<file path="config.mk">
export PLATFORM = sky130hd
export DESIGN_NAME = fold_sig_collect
export DESIGN_NICKNAME = d
export VERILOG_FILES = /design/src/rtl/fold_sig_collect.sv
export SDC_FILE = /design/constraint.sdc
export NUM_CORES = 1
export LEC_CHECK = 0
export CAP_MARGIN = 25
export CELL_PAD_IN_SITES_DETAIL_PLACEMENT = 0
export CELL_PAD_IN_SITES_GLOBAL_PLACEMENT = 2
export CORE_MARGIN = 2
export CORE_UTILIZATION = 38
export DETAILED_ROUTE_END_ITERATION = 16
export DONT_BUFFER_PORTS = 1
export GPL_TIMING_DRIVEN = 0
export PLACE_DENSITY = 0.72
export SYNTH_ARGS = -nofsm -noshare
export SYNTH_HDL_FRONTEND = slang
export SYNTH_SLANG_ARGS = --single-unit
export TNS_END_PERCENT = 30
</file>
<file path="constraint.sdc">
create_clock -name clk -period 2 [get_ports clk]
set_input_delay 0.1 -clock clk [delete_from_list [all_inputs] [get_ports clk]]
set_output_delay 0.1 -clock clk [all_outputs]
set_load 0.02 [all_outputs]
</file>
<file path="src/rtl/fold_sig_collect.sv">
// fold_sig_collect: per-stream 8-bit signatures of folded byte pairs over a frame, held on a valid/ready output.
// Build option: define FOLD_SIG_ROTATE_EN for a rotate-XOR (order-sensitive) signature instead of plain XOR parity.
module fold_sig_collect #(
    parameter int FRAME_LEN = 16
) (
    input  logic       clk,
    input  logic       rst_n,
    input  logic       in_valid,
    output logic       in_ready,
    input  logic       in_last,
    input  logic [7:0] aa,
    input  logic [7:0] bb,
    output logic       out_valid,
    input  logic       out_ready,
    output logic [7:0] sig_a,
    output logic [7:0] sig_b,
    output logic       sig_eq,
    output logic [8:0] out_len
);

    localparam logic [8:0] LEN_MAX = 9'(FRAME_LEN);

    typedef enum logic {ACC, HOLD} state_t;

    state_t     state, state_nxt;
    logic [7:0] acc_a, acc_b;
    logic [7:0] acc_a_nxt, acc_b_nxt;
    logic [8:0] cnt, cnt_inc;
    logic       accept, frame_end;

    function automatic logic [7:0] mix(input logic [7:0] s);
`ifdef FOLD_SIG_ROTATE_EN
        return {s[6:0], s[7]};
`else
        return s;
`endif
    endfunction

    always_comb begin
        accept    = in_valid && in_ready;
        cnt_inc   = cnt + 9'd1;
        acc_a_nxt = mix(acc_a) ^ aa;
        acc_b_nxt = mix(acc_b) ^ bb;
        // A word with in_last on the FRAME_LEN-th slot is still one frame end.
        frame_end = accept && (in_last || (cnt_inc == LEN_MAX));
    end

    // NOTE: sequential state uses non-blocking assignments so every register samples pre-edge values.
    always_ff @(posedge clk or negedge rst_n) begin
        if (!rst_n) state <= ACC;
        else        state <= state_nxt;
    end

    always_comb begin
        state_nxt = state;
        case (state)
            ACC:     if (frame_end) state_nxt = HOLD;
            HOLD:    if (out_ready) state_nxt = ACC;
            default: state_nxt = ACC;
        endcase
    end

    // Handshake flags come straight from the state, so nothing on the input side reaches them combinationally.
    always_comb begin
        in_ready  = (state == ACC);
        out_valid = (state == HOLD);
    end

    // NOTE: result registers are reset too, so outputs read zero while rst_n is low.
    always_ff @(posedge clk or negedge rst_n) begin
        if (!rst_n) begin
            acc_a   <= 8'h00;
            acc_b   <= 8'h00;
            cnt     <= 9'd0;
            sig_a   <= 8'h00;
            sig_b   <= 8'h00;
            sig_eq  <= 1'b0;
            out_len <= 9'd0;
        end else if (frame_end) begin
            sig_a   <= acc_a_nxt;
            sig_b   <= acc_b_nxt;
            sig_eq  <= (acc_a_nxt == acc_b_nxt);
            out_len <= cnt_inc;
            acc_a   <= 8'h00;
            acc_b   <= 8'h00;
            cnt     <= 9'd0;
        end else if (accept) begin
            acc_a   <= acc_a_nxt;
            acc_b   <= acc_b_nxt;
            cnt     <= cnt_inc;
        end
    end

endmodule

</file>
==> flow_summary.ini <==
[placement]
dpl.cell_count = 365
gp_congestion = 0.825
dpl.hpwl_um = 4960
portBuffers = 0
post-place-ws_ns = -0.387

[floorplanning]
die_y_um = 93.2
core_area_mm2 = 0.00773
die_w_um = 93.2
die_area_mm2 = 0.00868
rows = 32
start_util_pct = 39.1
ioPinCount = 49

[grt]
grt_max_degree = 53
grt_first_pass_wirelength_um = 12900
antenna_found_initial = 0
grt_pass1_vias = 2351
grt_overflow_total = 0
track_usage_pct = 19.4

[synth]
yosysSeqAreaShare_pct = 43.1
netlist_instances = 263
yosysTopAreaCell = dfrtp_1
synth_nets = 286
yosysWarnings = 0
syn-cell-area_mm2 = 0.00302
synthFlopType = dfrtp_1
synthArstFlopShare_pct = 100
synth_edf_count = 0
yosys.cell_types.count = 46
avgSynthCellArea_um2 = 11.5
synth_top_area_share_pct = 43.1
synth_seq_cells = 52
synth.area.top_cells = dfrtp_1 43%, o311ai_2 8.6%, mux2_4 8.0%

[worst_setup_path]
cp-end-kind = flip-flop
r2r_start = cnt[1]$_DFFE_PN0P_
crit_end = out_len[7]$_DFFE_PN0P_
cp.buffers_inverters = 3
path_class = flip-flop to flip-flop
worst-r2r-setup-slack_ns = -0.12
critical_path_depth = 8
cp.required_ns = 2.20
reg2reg_depth = 8
rr_endpoint = out_len[7]$_DFFE_PN0P_
slowest_delay_ns = 0.48
crit_slowest_cell = dfrtp_2
cp_cell_sequence = buf_6 > nand3_4 > or3_4 > a41o_1 > buf_4 > nand3_4 > buf_6 > mux2_2
start_kind = flip-flop
worstPathMaxFanout = 8
critical_path_arrival_ns = 2.32
crit_start = cnt[1]$_DFFE_PN0P_
crit_family = simple AND/OR/NAND/NOR gates

[clock_tree]
cts.sink_count = 52
cts_root_buf = clkbuf_8
h-tree-depth = 2
clk_latency_ns = 0.31
cts_tree = built
cts_buffers = 5
cts_buffer_depth = 2
clkTransAtPathRegs_ns = 0.10

[power_and_ir_drop]
power.density_mw_per_mm2 = 1220
leakage_nw = 1.71
ir_drop_uv = 481

[final_layout]
drive_above_1_share_pct = 34.5
num_antenna_cells = 0
stdcell_count = 418
post-route-util_pct = 50.3
layout.nets = 338
syn_to_final_growth_pct = 28.7
multiInputGateArea_mm2 = 0.00172
regArea_mm2 = 0.00130
fillCellCount = 683

[sta]
setup_violations = 42
min_period_ns = 2.12
relSlewSlack_pct = 64.0
max_freq_ghz = 0.472
slew_viol_final = 0
worst_clock_skew_ns = 0.00861
rsz0062_at_grt = true
fin_tns_setup_ns = -2.81
finalWorstSetupSlack_ns = -0.121
min_period_over_period_pct = 106
hold_viol = 0
worst_slew_pin_slew_ns = 0.541

[status]
status = finished with violations
violations = negative setup slack

[detailed_routing]
drt_first_pass_iters = 4
routed_wl_um = 8000
routedWlPerCell_um = 19.1
via_per_inst = 5.32
via_count = 2225
final_antenna_net_count = 0
drc = 0
drt_iter0_drc = 73

[min_path]
min_path_type = input pin to flip-flop

[flow_run]
drv_cap = 0
-- power by group --
part           leakage (nW)  internal, mW  switching, mW  total, mW
Combinational          1.01          1.09          0.944       2.03
Sequential            0.654          1.44          0.606       2.05
Clock                0.0445         0.283          0.379      0.662
-- per-layer routing --
layer / vias to the layer above / part of all wire (%) / global-route usage, %
li1: 1060 / - / -
met1: 1109 / 49 / 28.2
met2: 50 / 45 / 29.6
met3: 6 / 5.2 / 4.35
met4: 0 / 0.76 / 4.04
met5: - / 0 / 0
-- registers in the layout, summed over array words and instances (netlist names) --
signal	cells
out_len	9
cnt	9
sig_eq	1
sig_b	8
out_valid	1
acc_a	8
sig_a	8
acc_b	8
-- metrics by stage --
stage | hold slack [ns] | instance area, um2 | total power [mW]
after floorplan | -0.196 | 3070 | 3.35
after global placement | -0.194 | 3200 | 3.67
after global routing | 0.0407 | 3890 | 5.04
after CTS | 0.00231 | 3840 | 4.75
after detailed placement | -0.193 | 3200 | 3.70
final | 0.00587 | 3890 | 4.74
-- worst register-to-register path: stages, from the launching register on --
cell and delay (ns):
dfrtp_2 0.48, buf_6 0.13, nand3_4 0.09, or3_4 0.35, a41o_1 0.24, buf_4 0.14
nand3_4 0.10, buf_6 0.16, mux2_2 0.33
-- cells by family (layout without fill, tap and decap cells) --
family,after synthesis,in the layout,synth area share [%]
xor+xnor,30,30,8.70
simple gates,62,62,10.9
mux,25,25,11.3
buf+inv,32,85,5.63
fa+ha+maj,2,2,0.828
compound gates,60,60,19.6
flops,52,52,43.1
-- final cells by class --
cell class | count | share of cell area [%]
Multi-Input combinational cell | 179 | 44.2
Clock buffer | 7 | 2.22
Timing Repair Buffer | 46 | 11.4
Inverter | 18 | 1.74
Clock inverter | 1 | 0.193
Sequential cell | 52 | 33.5
Buffer | 13 | 3.48
Tap cell | 102 | 3.28
-- placed cells by master, fill, tap and decap left out, types with 6 or more instances in the layout --
cell           netlist  routed
dlygate4sd3_1        0      18
nand2_1             29      27
o21ai_0              9       8
o311ai_2            16      16
clkbuf_8             0       6
xor2_1              20      20
inv_1               18      18
buf_4                1      22
xnor2_1             10       9
nor2_1               7       6
mux2_4              16      20
buf_6                4       7
dfrtp_1             52      50
o211ai_1            17      17
-- worst min path at each step --
stage | slack (ns) | cells past startpoint | startpoint | end
final | 0.006 | 3 | in_last | cnt[2]$_DFFE_PN0P_
after detailed placement | -0.19 | 0 | rst_n | out_len[7]$_DFFE_PN0P_
after global routing | 0.04 | 3 | in_last | cnt[7]$_DFFE_PN0P_
after floorplan | -0.20 | 0 | rst_n | acc_a[0]$_DFFE_PN0P_
after global placement | -0.19 | 0 | rst_n | out_len[7]$_DFFE_PN0P_
after CTS | 0.002 | 3 | in_last | cnt[2]$_DFFE_PN0P_
-- synthesized netlist by cell type, drive strengths merged (4+ instances only) --
cell and count:
o211ai 17, nand4 5, xor2 20, xnor2 10, buf 10, o311ai 16
nand2 29, nor2 7, o21ai 11, clkbuf 4, inv 18, dfrtp 52
mux2 25, nand3 6
-- repair_timing --
action	CTS	global route
setup buffers	20	4
endpoints found under the hold margin	69	0
setup endpoints to repair	50	49
cloned	3	0
resized for setup	31	9
hold buffers	19	0
pin swaps	10	9
No activity file was read; power rests on OpenSTA's default activity.
